`config.mk`:
```
export PLATFORM = sky130hd
export DESIGN_NAME = mem_port_arbiter
export DESIGN_NICKNAME = d
export VERILOG_FILES = /design/src/rtl/mem_port_arbiter.sv
export SDC_FILE = /design/constraint.sdc
export NUM_CORES = 1
export LEC_CHECK = 0
export CELL_PAD_IN_SITES_DETAIL_PLACEMENT = 0
export CELL_PAD_IN_SITES_GLOBAL_PLACEMENT = 2
export CORE_AREA = 8 8 117 119
export CTS_CLUSTER_DIAMETER = 30
export DETAILED_ROUTE_END_ITERATION = 12
export DIE_AREA = 0 0 125 127
export PLACE_DENSITY = 0.84
export SYNTH_ARGS = -nofsm -noshare
export SYNTH_HDL_FRONTEND = slang
export SYNTH_SLANG_ARGS = --single-unit
```
`constraint.sdc`:
```
create_clock -name clk -period 4.7 [get_ports clk]
set_input_delay 1.175 -clock clk [delete_from_list [all_inputs] [get_ports clk]]
set_output_delay 1.175 -clock clk [all_outputs]
set_load 0.05 [all_outputs]
```
`src/rtl/mem_port_arbiter.sv`:
```
// Two-port arbiter for the single-ported main memory. Every access runs
// IDLE -> SETUP -> ACCESS -> ACK so strobes never overlap address/data changes.
module mem_port_arbiter #(
   parameter int unsigned ADDR_W     = 12,
   parameter int unsigned DATA_W     = 16,
   parameter int unsigned FIXED_PRIO = 0
) (
   input  logic              clk,
   input  logic              reset_n,
   input  logic              a_req,
   input  logic              a_we,
   input  logic [ADDR_W-1:0] a_addr,
   input  logic [DATA_W-1:0] a_wdata,
   output logic              a_ack,
   output logic [DATA_W-1:0] a_rdata,
   input  logic              b_req,
   input  logic              b_we,
   input  logic [ADDR_W-1:0] b_addr,
   input  logic [DATA_W-1:0] b_wdata,
   output logic              b_ack,
   output logic [DATA_W-1:0] b_rdata,
   output logic [ADDR_W-1:0] mem_adress,
   output logic              mem_read,
   output logic              mem_write,
   output logic [DATA_W-1:0] mem_indata,
   input  logic [DATA_W-1:0] mem_outdata,
   output logic              busy,
   output logic              last_grant
);

   typedef enum logic [1:0] {
      IDLE   = 2'd0,
      SETUP  = 2'd1,
      ACCESS = 2'd2,
      ACK    = 2'd3
   } state_e;

   state_e              state_q, state_d;
   logic                owner_q, owner_d;
   logic                we_q, we_d;
   logic [ADDR_W-1:0]   addr_q, addr_d;
   logic [DATA_W-1:0]   wdata_q, wdata_d;
   logic [DATA_W-1:0]   a_rdata_q, a_rdata_d;
   logic [DATA_W-1:0]   b_rdata_q, b_rdata_d;
   logic                last_grant_q, last_grant_d;
   logic                mem_read_q, mem_read_d;
   logic                mem_write_q, mem_write_d;
   logic                a_ack_q, a_ack_d;
   logic                b_ack_q, b_ack_d;
   logic                busy_q, busy_d;
   logic                grant_en_c;
   logic                grant_b_c;

   // B wins when alone, or when both ask and round-robin says A went last
   assign grant_en_c = (state_q == IDLE) && (a_req || b_req);
   assign grant_b_c  = b_req && (!a_req || ((FIXED_PRIO == 0) && !last_grant_q));

   always_ff @(posedge clk or negedge reset_n) begin
      if (!reset_n) begin
         state_q <= IDLE;
      end else begin
         state_q <= state_d;
      end
   end

   always_comb begin
      state_d = state_q;
      case (state_q)
         IDLE:    if (a_req || b_req) state_d = SETUP;
         SETUP:   state_d = ACCESS;
         ACCESS:  state_d = ACK;
         ACK:     state_d = IDLE;
         default: state_d = IDLE;
      endcase
   end

   // Control outputs are decoded from the next state so they register cleanly
   always_comb begin
      mem_read_d  = 1'b0;
      mem_write_d = 1'b0;
      a_ack_d     = 1'b0;
      b_ack_d     = 1'b0;
      busy_d      = (state_d != IDLE);
      case (state_d)
         ACCESS: begin
            mem_write_d = we_q;
            mem_read_d  = !we_q;
         end
         ACK: begin
            a_ack_d = !owner_q;
            b_ack_d = owner_q;
         end
         default: ;
      endcase
   end

   always_comb begin
      owner_d      = owner_q;
      we_d         = we_q;
      addr_d       = addr_q;
      wdata_d      = wdata_q;
      last_grant_d = last_grant_q;
      a_rdata_d    = a_rdata_q;
      b_rdata_d    = b_rdata_q;
      if (grant_en_c) begin
         owner_d      = grant_b_c;
         we_d         = grant_b_c ? b_we    : a_we;
         addr_d       = grant_b_c ? b_addr  : a_addr;
         wdata_d      = grant_b_c ? b_wdata : a_wdata;
         last_grant_d = grant_b_c;
      end
      if ((state_q == ACCESS) && !we_q) begin
         if (owner_q) b_rdata_d = mem_outdata;
         else         a_rdata_d = mem_outdata;
      end
   end

   always_ff @(posedge clk or negedge reset_n) begin
      if (!reset_n) begin
         owner_q      <= 1'b0;
         we_q         <= 1'b0;
         addr_q       <= '0;
         wdata_q      <= '0;
         a_rdata_q    <= '0;
         b_rdata_q    <= '0;
         last_grant_q <= 1'b1;
         mem_read_q   <= 1'b0;
         mem_write_q  <= 1'b0;
         a_ack_q      <= 1'b0;
         b_ack_q      <= 1'b0;
         busy_q       <= 1'b0;
      end else begin
         owner_q      <= owner_d;
         we_q         <= we_d;
         addr_q       <= addr_d;
         wdata_q      <= wdata_d;
         a_rdata_q    <= a_rdata_d;
         b_rdata_q    <= b_rdata_d;
         last_grant_q <= last_grant_d;
         mem_read_q   <= mem_read_d;
         mem_write_q  <= mem_write_d;
         a_ack_q      <= a_ack_d;
         b_ack_q      <= b_ack_d;
         busy_q       <= busy_d;
      end
   end

   assign mem_adress = addr_q;
   assign mem_indata = wdata_q;
   assign mem_read   = mem_read_q;
   assign mem_write  = mem_write_q;
   assign a_ack      = a_ack_q;
   assign b_ack      = b_ack_q;
   assign a_rdata    = a_rdata_q;
   assign b_rdata    = b_rdata_q;
   assign busy       = busy_q;
   assign last_grant = last_grant_q;

endmodule

```
==> out/results.ini, run 1 <==
[timing]
tightestPinTransition_ns=1.208
finalHoldViolCount=0
fin_worst_skew_ns=0.005659
slew_headroom_pct=19.49
period_share_pct=61.54
drv_slew=0
setup_tns_ns=0
setup_viol=0
rsz0062_at_grt=no
fin_crit_ns=2.892
fmax_ghz=0.3457

[power_and_ir_drop]
p_per_area_nw_per_um2=860.9
total_power_w=0.004118
ir_drop_mv=0.2878
p_leak_nw=2.002

[global_routing]
grt_use_total_pct=11.08
gr-total-overflow=0
grt_antenna_before_repair=0
grt_pass1_wl_um=14100
first_global_vias=2601
grt_max_degree=71

[synth]
ys_seq_area_share_pct=60.36
yosys.area.top_type_share_pct=59.46
yosys-top-cells-area=dfrtp_1 (59%), mux2_2 (12%), a21oi_1 (10%), nor2_1 (3.9%), nand2_1 (3.7%)
ys_ff_latch=70
syn-cell-area_um2=2904
syn_inst=256
synth_edf_count=0
async_reset_ff_share_pct=100.0
avgSynthCellArea_um2=11.34
yosysUniqueCellTypes=23
syn-num-nets=339
yosys_warnings=0
ys.flop_type=dfrtp_1
yosys.area.top_type=dfrtp_1

[clocking]
h-tree-depth=3
root_buffer=clkbuf_16
cts_setup_buffers=0
clk_latency_ns=0.33
cts_hold_buffers=0
cts-resized-gates=0
numClockSinks=70
cts_tree=built
path_clk_slew_ns=0.06
cts_buffers=9
clock_path_buffers=2

[flow_run]
drv_cap=0

[layout]
nNetsFinal=481
n_antenna_cell=0
area.growth.synth_to_final_pct=64.71
final_cell_mix=clkdlybuf4s50_1 (142), dfrtp_1 (69), a21oi_1 (60), mux2_2 (32), nor2_1 (30)
layout_commonest_cell=clkdlybuf4s50_1
seq_area_um2=1753
fillers=1182
multiInputGateArea_um2=1072
drive_gt1_share_pct=14.14

[floorplan]
coreArea_um2=11810
initial_core_util_pct=24.59
rows=40
ioPinCount=144
die_area_um2=15880
die_h_um=127
fp.dieW_um=125

[worst_setup_path]
worstPathCellList=clkdlybuf4s50_1
cp.arrival_ns=1.72
start_kind=flop
crit_slowest_cell=clkdlybuf4s50_1
worstPathRequired_ns=3.52
critical_path_class=flop to output pin
end_kind=output pin
critPathBufInv=1
critPathMaxFanout=5
cp_top_family=buffers and inverters
slowest_delay_ns=0.81

[drt]
vias=2388
drt_pre_antenna_iters=4
dr.first_iter.drc_count=150
ant_nets=0
drt_drc_violations_left=0
wirelength_um=8770
wl_per_cell_um=15.95
via_per_inst=4.342

[placement]
gp_congestion=0.6605
port_buffers=143
hpwl_um=6452

[worst_hold_path]
hp-class=flop to flop

[run_status]
outcome=completed

==> per-stage QoR <==
step	cells	worst slack [ns]	hold slack [ns]	instance area, µm²	utilization [%]
after global placement	534	1.663	0.4870	4461	37.76
after CTS	550	1.776	0.5057	4783	40.50
after global routing	550	1.751	0.5216	4783	40.50
final	550	1.808	0.5016	4783	40.50
after detailed placement	534	1.608	0.4917	4461	37.76
after floorplan	256	2.758	0.5063	2904	-
==> cells by family (layout without fill, tap and decap cells) <==
kind of cell | count (synthesis) | count (layout) | synth area share [%]
flip-flops | 70 | 70 | 60.36
AND/OR/NAND/NOR | 67 | 67 | 10.21
AO/OA/AOI/OAI | 66 | 66 | 11.89
multiplexers | 32 | 32 | 12.41
buffers and inverters | 16 | 163 | 2.973
adder cells (fa/ha/maj) | 5 | 5 | 2.154
==> registers in the layout, summed over array words and instances (netlist names), 2 cells and up <==
signal      cells
b_rdata        16
mem_indata     16
mem_adress     12
state_q         2
a_rdata        16
==> metal layers <==
layer / vias up / GRT usage [%] / wire (µm)
met5: - / 0 / 0
met2: 103 / 17.64 / 4000
met3: 10 / 5.491 / 822
li1: 1153 / - / -
met1: 1122 / 12.85 / 3840
met4: 0 / 3.438 / 106
==> worst paths after layout <==
path / from / endpoint / cells after the start / slack [ns]
max: last_grant / last_grant / 1 / 1.81
max reg2reg: state_q[0] / mem_indata[14] / 5 / 2.60
max in group asynchronous: reset_n / mem_adress[8] / 1 / 3.12
min reg2reg: b_rdata[6] / b_rdata[6] / 1 / 0.50
min: b_rdata[6] / b_rdata[6] / 1 / 0.50
min in group asynchronous: reset_n / mem_indata[9] / 1 / 0.97
==> area by class of cell <==
cell class	instances	area share (%)
multi-input combinational	170	22.42
clock buffer	10	4.787
timing repair buffer	145	30.19
inverter	2	0.1569
clock inverter	6	1.962
sequential	70	36.65
tap	147	3.845
==> cell usage after synthesis, types with 2 or more instances <==
cell type	instances
buf_6	2
nor2b_1	2
nand2_1	29
dfrtp_1	69
ha_1	5
buf_2	9
inv_1	2
nor2_1	30
a21oi_1	60
mux2_2	32
and2_1	2
clkbuf_1	3
==> where the power goes <==
part	internal, W	switching (W)	total, W
combinational	0.000816	0.00149	0.00231
clock	0.000469	0.000260	0.000729
sequential	0.000913	0.000169	0.00108
Note: power is estimated with default switching activity, not from simulation.
==> run 2, diff against run 1 <==
--- a/config.mk
+++ b/config.mk
@@ -7,11 +7,11 @@
 export LEC_CHECK = 0
 export CELL_PAD_IN_SITES_DETAIL_PLACEMENT = 0
 export CELL_PAD_IN_SITES_GLOBAL_PLACEMENT = 2
-export CORE_AREA = 8 8 117 119
+export CORE_AREA = 8 8 127 129
 export CTS_CLUSTER_DIAMETER = 30
 export DETAILED_ROUTE_END_ITERATION = 12
-export DIE_AREA = 0 0 125 127
-export PLACE_DENSITY = 0.84
+export DIE_AREA = 0 0 135 137
+export PLACE_DENSITY = 0.75
 export SYNTH_ARGS = -nofsm -noshare
 export SYNTH_HDL_FRONTEND = slang
 export SYNTH_SLANG_ARGS = --single-unit
==> constraint.sdc (replaced) <==
create_clock -name clk -period 2.3 [get_ports clk]
set_input_delay 0.575 -clock clk [delete_from_list [all_inputs] [get_ports clk]]
set_output_delay 0.575 -clock clk [all_outputs]
set_load 0.05 [all_outputs]
==> run 2 against run 1 <==
Die area up 17%. Largest power group unchanged. Setup slack worse by 1.6 ns. Largest cell class unchanged. First-iteration DRC count down 39%. Sequential power up 110%.
==> out/results.ini, run 2 (same netlist as run 1, synthesis figures left out) <==
[placement]
hpwl_um=7171
gp_congestion=0.6944
pre_cts_slack_ns=0.3133
port_buffers=143

[timing]
drv_slew=0
period_share_pct=92.02
finalHoldViolCount=0
fin_worst_skew_ns=0.006900
setup_viol=0
setup_tns_ns=0
fin_crit_ns=2.116
setup_slack_ns=0.1835
rsz0062_at_grt=no
slew_headroom_pct=62.14
fmax_ghz=0.4725
tightestPinTransition_ns=0.5662

[worst_hold_path]
hp-class=input pin to async pin

[drt]
vias=2439
drt_drc_violations_left=0
via_per_inst=4.106
ant_nets=0
dr.first_iter.drc_count=91
wirelength_um=9521
drt_pre_antenna_iters=4
wl_per_cell_um=16.03

[layout]
layout_commonest_cell=clkdlybuf4s50_1
drive_gt1_share_pct=16.10
utilization_pct=34.36
n_antenna_cell=0
final_cell_mix=clkdlybuf4s50_1 (141), dfrtp_1 (69), a21oi_1 (60), mux2_2 (32), nor2_1 (30)
fillers=1462
nNetsFinal=488
area.growth.synth_to_final_pct=68.03

[power_and_ir_drop]
p_comb_share_pct=57.0
p_switching_w=0.003958
clock_power_share_pct=16.5
ir_drop_mv=0.5921
power_frac_seq_pct=26.5
swShare_pct=47.23
p_per_area_nw_per_um2=1717
p_int_w=0.004422
p_leak_nw=2.036

[global_routing]
grt_pass1_wl_um=14610
use_met1_pct=11.26
first_global_vias=2672
grt_max_degree=42
grt_antenna_before_repair=0
gr-total-overflow=0
use_met2_pct=16.23
grt_use_total_pct=10.42
use_met3_pct=7.232
grt_busiest_layer=met2

[worst_setup_path]
worstPathRequired_ns=1.73
start_kind=flop
crit_slowest_cell=clkdlybuf4s50_1
slowest_delay_ns=0.85
critPathMaxFanout=2
cp_top_family=buffers and inverters
worstPathCellList=clkdlybuf4s50_1
critical_path_class=flop to output pin
cp.arrival_ns=1.54
critPathBufInv=1
end_kind=output pin

[floorplan]
die_area_um2=18500
die_h_um=137
ioPinCount=144
rows=44
coreArea_um2=14200
fp.dieW_um=135
initial_core_util_pct=20.45

[clocking]
clk_latency_ns=0.34
clock_path_buffers=2
cts-resized-gates=0
numClockSinks=70
cts_tree=built
path_clk_slew_ns=0.06
h-tree-depth=3
root_buffer=clkbuf_16
cts_hold_buffers=0
cts_setup_buffers=0
cts_buffers=9

[flow_run]
drv_cap=0

[run_status]
outcome=completed

run 2: power groups by stage:
stage	clock, W	sequential (W)	combinational, W
detailed placement	0	0.00224	0.00484
floorplan	0	0.00424	0.00108
finish	0.00138	0.00222	0.00478
global route	0.00151	0.00231	0.00505
global placement	0	0.00223	0.00480
CTS	0.00145	0.00223	0.00485
run 2: final timing paths:
kind | depth (start not counted) | start | to | slack (ns)
hold reg to reg | 1 | b_rdata[5] | b_rdata[5] | 0.50
setup reg to reg | 5 | state_q[0] | a_rdata[3] | 0.50
hold / removal | 1 | reset_n | a_rdata[10] | 0.22
setup / recovery | 1 | mem_adress[7] | mem_adress[7] | 0.18
min in group clk | 1 | b_rdata[5] | b_rdata[5] | 0.50
max in group asynchronous | 2 | reset_n | last_grant | 1.46
run 2: layer usage:
metal  vias to the layer above  routed length [µm]
li1                       1167                   -
met1                      1149                3919
met2                       112                4215
met3                        11                1291
met4                         0                  94
met5                         -                   0
run 2: layout make-up:
type                       count  area [µm²]  area share (%)
tap                          184       230.2           4.718
clock buffer                   9       225.2           4.615
sequential                    70        1753           35.92
timing repair buffer         152        1519           31.13
inverter                       2       7.507          0.1538
clock inverter                 7       72.57           1.487
multi-input combinational    170        1072           21.97
run 2: per-stage QoR:
step,total power (W),hold slack (ns),instance area (µm²),cells
3_3_place_gp,0.007029,0.4875,4582,578
6_report,0.008380,0.2240,4880,594
2_1_floorplan,0.005324,0.2794,2904,256
3_5_place_dp,0.007084,0.4930,4582,578
5_1_grt,0.008865,0.2488,4880,594
4_1_cts,0.008526,0.2221,4880,594
